File: src/rtl/simple_ram_arbiter.sv
// simple_ram_arbiter
// Shares one single-port synchronous RAM (1-cycle read latency) between two
// native memory-port requesters. It issues at most one RAM access per cycle,
// uses round-robin fairness, and provides an optional lock. The lock lets one
// requester hold the RAM for read-modify-write sequences and is released by
// an idle timeout.
//
// Handshake: requester i presents req_valid[i] plus its request fields and
// holds them until the cycle in which req_ready[i] is also high; that cycle is
// the accept. req_ready[i] is never high without req_valid[i]. Read data
// returns on rsp_valid[i] for exactly one cycle, with no backpressure.
//
// Ports:
//   aclk, areset          clock (rising edge), synchronous active-high reset
//   req_valid/we/lock     per-requester request, write enable, lock-after-access
//   req_addr/req_wdata    requester i at slice i of the packed vectors
//   req_ready             per-requester grant
//   rsp_valid, rsp_rdata  per-requester read response valid, shared read data
//   mem_en/we/addr/wdata  RAM command, all zero when nothing is accepted
//   mem_rdata             RAM read data, valid the cycle after a read
//   lock_timeout_err      one-cycle pulse when a lock expires
//   dbg_state             current FSM state (0 = ARB, 1 = LOCKED)
module simple_ram_arbiter #(
    parameter int DATA_WIDTH   = 32,
    parameter int ADDR_WIDTH   = 8,
    parameter int LOCK_TIMEOUT = 16
) (
    input  logic                    aclk,
    input  logic                    areset,
    input  logic [1:0]              req_valid,
    input  logic [1:0]              req_we,
    input  logic [2*ADDR_WIDTH-1:0] req_addr,
    input  logic [2*DATA_WIDTH-1:0] req_wdata,
    input  logic [1:0]              req_lock,
    output logic [1:0]              req_ready,
    output logic [1:0]              rsp_valid,
    output logic [DATA_WIDTH-1:0]   rsp_rdata,
    output logic                    mem_en,
    output logic                    mem_we,
    output logic [ADDR_WIDTH-1:0]   mem_addr,
    output logic [DATA_WIDTH-1:0]   mem_wdata,
    input  logic [DATA_WIDTH-1:0]   mem_rdata,
    output logic                    lock_timeout_err,
    output logic                    dbg_state
);

    localparam int CNT_W = $clog2(LOCK_TIMEOUT + 1);

    typedef enum logic {
        ARB    = 1'b0,
        LOCKED = 1'b1
    } state_t;

    state_t             state;
    logic               owner;
    logic               rr_ptr;
    logic [CNT_W-1:0]   lock_cnt;

    logic [1:0]         eligible;
    logic               grant;
    logic               accept;

    // Requesters allowed to win this cycle: nobody in reset, only the owner
    // while locked, otherwise whoever is valid.
    always_comb begin
        eligible = 2'b00;
        if (!areset) begin
            if (state == LOCKED) begin
                eligible = owner ? {req_valid[1], 1'b0} : {1'b0, req_valid[0]};
            end else begin
                eligible = req_valid;
            end
        end
    end

    // Contention goes to rr_ptr; a single eligible requester simply wins.
    assign grant     = (eligible == 2'b11) ? rr_ptr : eligible[1];
    assign accept    = |eligible;
    assign req_ready = accept ? (grant ? 2'b10 : 2'b01) : 2'b00;

    assign mem_en    = accept;
    assign mem_we    = accept & req_we[grant];
    assign mem_addr  = !accept ? '0 :
                       grant ? req_addr[2*ADDR_WIDTH-1:ADDR_WIDTH] : req_addr[ADDR_WIDTH-1:0];
    assign mem_wdata = !accept ? '0 :
                       grant ? req_wdata[2*DATA_WIDTH-1:DATA_WIDTH] : req_wdata[DATA_WIDTH-1:0];

    // RAM read data is already aligned with rsp_valid, so pass it straight on.
    assign rsp_rdata = mem_rdata;
    assign dbg_state = (state == LOCKED);

    always_ff @(posedge aclk) begin
        if (areset) begin
            state            <= ARB;
            owner            <= 1'b0;
            rr_ptr           <= 1'b0;
            lock_cnt         <= '0;
            rsp_valid        <= 2'b00;
            lock_timeout_err <= 1'b0;
        end else begin
            rsp_valid        <= (accept && !req_we[grant]) ? (grant ? 2'b10 : 2'b01) : 2'b00;
            lock_timeout_err <= 1'b0;
            if (accept) begin
                if (req_lock[grant]) begin
                    // Enter or stay locked; the pointer is left alone so the
                    // other requester keeps its turn once the lock ends.
                    state    <= LOCKED;
                    owner    <= grant;
                    lock_cnt <= CNT_W'(LOCK_TIMEOUT);
                end else begin
                    state  <= ARB;
                    rr_ptr <= ~grant;
                end
            end else if (state == LOCKED) begin
                if (lock_cnt == CNT_W'(1)) begin
                    state            <= ARB;
                    rr_ptr           <= ~owner;
                    lock_timeout_err <= 1'b1;
                end else begin
                    lock_cnt <= lock_cnt - CNT_W'(1);
                end
            end
        end
    end

endmodule

File: config.mk
export PLATFORM = sky130hd
export DESIGN_NAME = simple_ram_arbiter
export DESIGN_NICKNAME = d
export VERILOG_FILES = /design/src/rtl/simple_ram_arbiter.sv
export SDC_FILE = /design/constraint.sdc
export NUM_CORES = 1
export LEC_CHECK = 0
export CAP_MARGIN = 40
export CORE_ASPECT_RATIO = 0.6
export CORE_MARGIN = 1.5
export CORE_UTILIZATION = 25
export DETAILED_ROUTE_END_ITERATION = 16
export PLACE_DENSITY = 0.91
export SLEW_MARGIN = 0
export SYNTH_ARGS = -nofsm -noshare
export SYNTH_HDL_FRONTEND = slang
export SYNTH_SLANG_ARGS = --single-unit
File: constraint.sdc
create_clock -name aclk -period 1.9 [get_ports aclk]
set_clock_uncertainty 0.1 [all_clocks]
set_input_delay 0.38 -clock aclk [delete_from_list [all_inputs] [get_ports aclk]]
set_output_delay 0.38 -clock aclk [all_outputs]
set_load 0.01 [all_outputs]
==> flow_summary.ini, run 1 <==
[cts]
cts_root_buffer = clkbuf_8
cts-htree-levels = 1
hold_buffers = 0
clock_path_buffers = 2
cts.sinks = 11
path_clk_slew_ns = 0.05
worstSkewPairLatency_ns = 0.23
cts_tree = yes
cts_made_buffers = 3

[run]
drv_cap = 0

[cells_and_area]
nets = 483
layout-drive-gt1-share = 0.400
final_cell_area_um2 = 3050
antenna_cells = 0
areaGrowthSynthToFinish_pct = 112
fin_cells = 440

[synth]
synth_mux_area_frac = 0
synth-simple-area-share = 0.344
synth-xor-area-share = 0.0122
ys_warn_count = 0
ys_ff_latch = 11
synthesis.area_um2 = 1440
seq_area_frac_synth = 0.153
synthAdderAreaFrac = 0.0174
synth_nets = 355
synth_top_family_by_area = simple AND/OR/NAND/NOR gates
netlist_instances = 233
synth_cell_types = 36
synth-compound-area-share = 0.225
postSynthAreaPerCell_um2 = 6.18

[routing]
drtPass1Iterations = 4
viasPerCell = 4.70
route.detailed.drc = 0
drtAntennaViolNets = 0
dr_total_vias = 2070
drt_iter0_markers = 77
wl_mm = 6.72
wl_per_cell_um = 15.3

[min_path]
min_path_type = reg2reg
hp-start = lock_cnt[1]

[timing]
worst_slew_pin_slew_ns = 0.475
hold_viol_final = 0
max_slew_margin = 0.682
setup_viol_count_final = 50
worst_slack_ns = -0.323
slew_viol_final = 0
finalCriticalPeriod_ns = 2.22
clock.fmax_ghz = 0.450
fin_crit_sh = 1.17
rsz0062_at_grt = true

[critical_path]
cp_max_fo = 15
start_kind = flip-flop
critical_path.startpoint = rr_ptr
crit_path_end_kind = output port
worst_ep_arrival_time_ns = 1.74
worstPathRequired_ns = 1.42
reg2reg_from = rr_ptr
crit_type = reg2out

[floorplan]
die_w_um = 101
coreArea_um2 = 5570
rows = 21
initial_core_util = 0.258
io-pin-count = 200
dieHeight_um = 61.8
die_area_um2 = 6230

[placement]
place_ws_ns = -0.953
port_buffers = 135
dp_hpwl_mm = 4.61
dpl_cell_area_um2 = 2760
gp_congestion = 0.849
dp.cells = 420

[power]
peakVddDrop_mv = 0.398
p_per_area_nw_per_um2 = 399
p_leak_nw = 1.37

[status]
failed_checks = setup timing
status = finished, violations left

[grt]
grt_pass1_wl_mm = 9.00
track_usage = 0.189
grt_pass1_vias = 1814
antenna_found_initial = 0
grt_max_degree = 38
gr-total-overflow = 0
==> routing by layer <==
metal,vias up,track usage,share of wire
met3,4,0.0604,0.10
met2,109,0.340,0.48
met5,-,0,0
li1,990,-,-
met4,0,0.0198,0.0068
met1,967,0.235,0.41
==> power by group <==
| group | internal (mW) | switching (mW) |
|---|---|---|
| clock | 0.147 | 0.0816 |
| sequential | 0.246 | 0.0113 |
| combinational | 0.416 | 0.316 |
| total | 0.809 | 0.409 |
==> area by class of cell <==
type,count,area [µm²]
inverters,5,37.5
well taps,80,100
multi-input cells,171,1050
clock buffers,4,45.0
flip-flops and latches,11,223
repair buffers,169,1600
fillers,523,2520
==> synth_stat cells (all sizes together) <==
library cell / number / share of area
a211oi: 2 / 0.017
a21o: 1 / 0.0052
a21oi: 5 / 0.020
a31o: 1 / 0.0061
buf: 43 / 0.22
clkbuf: 3 / 0.0078
dfxtp: 11 / 0.15
ha: 2 / 0.017
inv: 5 / 0.017
nand2: 86 / 0.23
nand2b: 2 / 0.010
nand3b: 2 / 0.010
nand4b: 1 / 0.017
nor2: 5 / 0.015
nor2b: 2 / 0.0087
nor3: 4 / 0.017
nor4: 1 / 0.0044
nor4b: 1 / 0.010
o21ai: 46 / 0.16
o22ai: 1 / 0.0044
o311ai: 1 / 0.0061
o32ai: 1 / 0.0061
or2: 3 / 0.013
or3: 1 / 0.0044
or3b: 1 / 0.0078
xor2: 2 / 0.012
==> layout by cell type (no fill, tap or decap), types with 3 or more instances in the layout <==
| cell type | count |
|---|---|
| buf_12 | 7 |
| dfxtp_1 | 9 |
| buf_16 | 3 |
| o21ai_1 | 31 |
| nand2_4 | 6 |
| nor3_2 | 3 |
| clkdlybuf4s50_1 | 88 |
| buf_2 | 42 |
| buf_6 | 10 |
| nand2_2 | 26 |
| o21ai_0 | 7 |
| inv_1 | 3 |
| buf_4 | 14 |
| nor2_1 | 4 |
| nand2_1 | 54 |
| clkbuf_8 | 3 |
| o21ai_2 | 8 |
==> kinds of logic after synthesis <==
kind of cell             count (synthesis)
AO/OA/AOI/OAI                           58
XOR/XNOR                                 2
adder cells (fa/ha/maj)                  2
buffers and inverters                   51
flip-flops                              11
AND/OR/NAND/NOR                        109
==> state kept, by name (all words and copies together), names as in the netlist <==
name and flops:
lock_cnt 5, rsp_valid 2, dbg_state 1, lock_timeout_err 1, owner 1, rr_ptr 1
==> worst max-delay path: stages, from the launching register on <==
cell and delay (ns):
dfxtp_2 0.33, or3b_4 0.40, nand4b_4 0.16, buf_12 0.14, inv_16 0.05, buf_12 0.14, nand2_1 0.08, o21ai_2 0.05
buf_2 0.14
==> timing repair <==
action                     CTS  global route
resized for setup          220            61
pin swaps                   10            20
setup endpoints to repair   52            51
setup buffers               11             3
gates cloned                 7             1
==> path summary, 6_finish.rpt <==
path              cells after the start            to  slack (ns)
hold reg to reg                       2   lock_cnt[1]        0.45
setup reg to reg                      9   lock_cnt[1]       -0.11
hold / removal                        2   lock_cnt[1]        0.45
setup / recovery                      8  mem_wdata[9]       -0.32
==> stage by stage <==
| stage | util | power, mW | setup TNS (ns) | hold WS, ns |
|---|---|---|---|---|
| 2_1_floorplan | - | 0.566 | -0.00626 | 0.350 |
| 3_3_place_gp | 0.495 | 0.902 | -41.34 | 0.405 |
| 3_5_place_dp | 0.495 | 0.916 | -42.93 | 0.434 |
| 4_1_cts | 0.551 | 1.22 | -13.92 | 0.457 |
| 5_1_grt | 0.548 | 1.30 | -16.94 | 0.464 |
| 6_report | 0.548 | 1.22 | -13.13 | 0.451 |
Note: power is estimated with default switching activity, not from simulation.
==> run 2, diff against run 1 <==
--- a/config.mk
+++ b/config.mk
@@ -10,7 +10,7 @@
 export CORE_MARGIN = 1.5
 export CORE_UTILIZATION = 25
 export DETAILED_ROUTE_END_ITERATION = 16
-export PLACE_DENSITY = 0.91
+export PLACE_DENSITY = 0.83
 export SLEW_MARGIN = 0
 export SYNTH_ARGS = -nofsm -noshare
 export SYNTH_HDL_FRONTEND = slang
==> run 2 against run 1 <==
Against the previous run: the flow still finishes with violations (setup timing); utilization is 4.8 points higher; sequential power hardly changed; sequential share of layout area is 0.55 points lower; worst hold slack worse by 0.0053 ns; via count is 1.5% higher; first-iteration DRC count is 17% lower; maximum frequency is 2.6% lower; critical path depth is 1 higher; critical path type unchanged; highest routed layer unchanged.
==> flow_summary.ini, run 2 (synthesis gave the netlist of run 1 again) <==
[timing]
rsz0062_at_grt = true
slew_viol_final = 0
finalCriticalPeriod_ns = 2.28
setup_viol_count_final = 47
clock.fmax_ghz = 0.438
max_slew_margin = 0.748
worst_slack_ns = -0.382
fin_crit_sh = 1.20
worst_slew_pin_slew_ns = 0.377
hold_viol_final = 0

[critical_path]
path_buf_inv = 5
worst_ep_arrival_time_ns = 1.80
critical_path.startpoint = dbg_state
cp_cell_sequence = or3b_4, nand4b_4, buf_6, buf_12, clkinv_8, buf_4, nand2_4, o21ai_1, buf_2
max_stage_delay_ns = 0.38
crit_type = reg2out
crit_path_end_kind = output port
crit_slowest_cell = or3b_4
cp_top_family = buffers and inverters
worstPathRequired_ns = 1.42
r2r-end = lock_cnt[4]
cp_max_fo = 4
reg2reg_depth = 10
reg2reg_from = dbg_state
start_kind = flip-flop
r2r_slack_ns = -0.07

[cts]
cts_made_buffers = 3
cts_tree = yes
cts_root_buffer = clkbuf_8
path_clk_slew_ns = 0.06
cts-htree-levels = 1
cts.sinks = 11
worstSkewPairLatency_ns = 0.24
clock_path_buffers = 2

[grt]
gr-total-overflow = 0
grt_pass1_wl_mm = 9.34
track_usage = 0.195
grt_pass1_vias = 1883
antenna_found_initial = 0
grt_max_degree = 21

[cells_and_area]
fillers = 510
layout-drive-gt1-share = 0.447
antenna_cells = 0
largest_reg_flops = 5
top_register = lock_cnt
top_regs = lock_cnt: 5 flops, rsp_valid: 2 flops
fin_cells = 454
nets = 497
regArea_um2 = 224
areaGrowthSynthToFinish_pct = 131
multi_input_area_um2 = 1100
layout_commonest_cell = clkdlybuf4s50_1
mostFrequentLayoutCells = clkdlybuf4s50_1 (87), nand2_1 (56), buf_2 (41)

[floorplan]
die_area_um2 = 6230
coreArea_um2 = 5570
die_w_um = 101
io-pin-count = 200
dieHeight_um = 61.8
rows = 21
initial_core_util = 0.258

[routing]
viasPerCell = 4.63
route.detailed.drc = 0
drt_iter0_markers = 64
wl_mm = 7.00
drtPass1Iterations = 4
drtAntennaViolNets = 0
wl_per_cell_um = 15.4
dr_total_vias = 2102

[status]
failed_checks = setup timing
status = finished, violations left

[min_path]
hold_depth = 2
hp-start = lock_cnt[0]
min_path_type = reg2reg
whs_endpoint = lock_cnt[0]

[power]
p_leak_nw = 1.54
peakVddDrop_mv = 0.334
p_per_area_nw_per_um2 = 395
total_power_mw = 1.31

[placement]
dp_hpwl_mm = 4.51
gp_congestion = 0.797
place_ws_ns = -0.954
dp.cells = 423
port_buffers = 135

[run]
drv_cap = 0
[run 2: what timing repair did]
action / CTS / global route
pin swaps: 21 / 15
hold buffers: 0 / 0
endpoints found under the setup margin: 52 / 52
buffers inserted: 19 / 2
gates cloned: 9 / 1
gates resized for setup: 252 / 61
hold endpoints to repair: 0 / 0
[run 2: layout make-up]
| cell class | count | share of cell area |
|---|---|---|
| Multi-Input combinational cell | 171 | 0.333 |
| Timing Repair inverter | 1 | 0.00490 |
| Inverter | 5 | 0.0102 |
| Clock inverter | 1 | 0.00151 |
| Tap cell | 80 | 0.0301 |
| Clock buffer | 3 | 0.0124 |
| Sequential cell | 11 | 0.0674 |
| Timing Repair Buffer | 182 | 0.541 |
[run 2: how the worst max path moves through the flow]
| stage | to | cells past startpoint |
|---|---|---|
| after floorplan | mem_wdata[10] | 5 |
| after global routing | mem_addr[2] | 10 |
| final | mem_addr[7] | 9 |
| after CTS | mem_addr[5] | 10 |
| after global placement | mem_wdata[7] | 7 |
| after detailed placement | mem_wdata[5] | 7 |
[run 2: stage by stage]
step                      hold slack [ns]  instance area (µm²)   TNS, ns  utilization
after floorplan                     0.350                 1440  -0.00626            -
after global placement              0.410                 2770    -40.95        0.496
after detailed placement            0.425                 2770    -42.62        0.496
after CTS                           0.440                 3200    -16.38        0.574
after global routing                0.469                 3320    -17.32        0.596
final                               0.446                 3320    -14.12        0.596
[run 2: tightest hold or removal path, cell delays in order (launching register included)]
cell and delay [ns]:
dfxtp_1 0.34, nand3b_1 0.09, o21ai_1 0.06
[run 2: routing by layer]
| layer | vias up | track usage | part of all wire |
|---|---|---|---|
| met5 | - | 0 | 0 |
| met4 | 0 | 0.0456 | 0.0069 |
| met3 | 6 | 0.0727 | 0.092 |
| met2 | 106 | 0.319 | 0.48 |
| met1 | 965 | 0.250 | 0.42 |
| li1 | 1025 | - | - |
[run 2: power by group]
part | internal [mW] | switching [mW] | total [mW] | leakage (nW)
registers | 0.245 | 0.0112 | 0.256 | 0.0906
logic | 0.468 | 0.340 | 0.809 | 1.42
clock network | 0.145 | 0.101 | 0.246 | 0.0255
total | 0.858 | 0.453 | 1.31 | 1.54
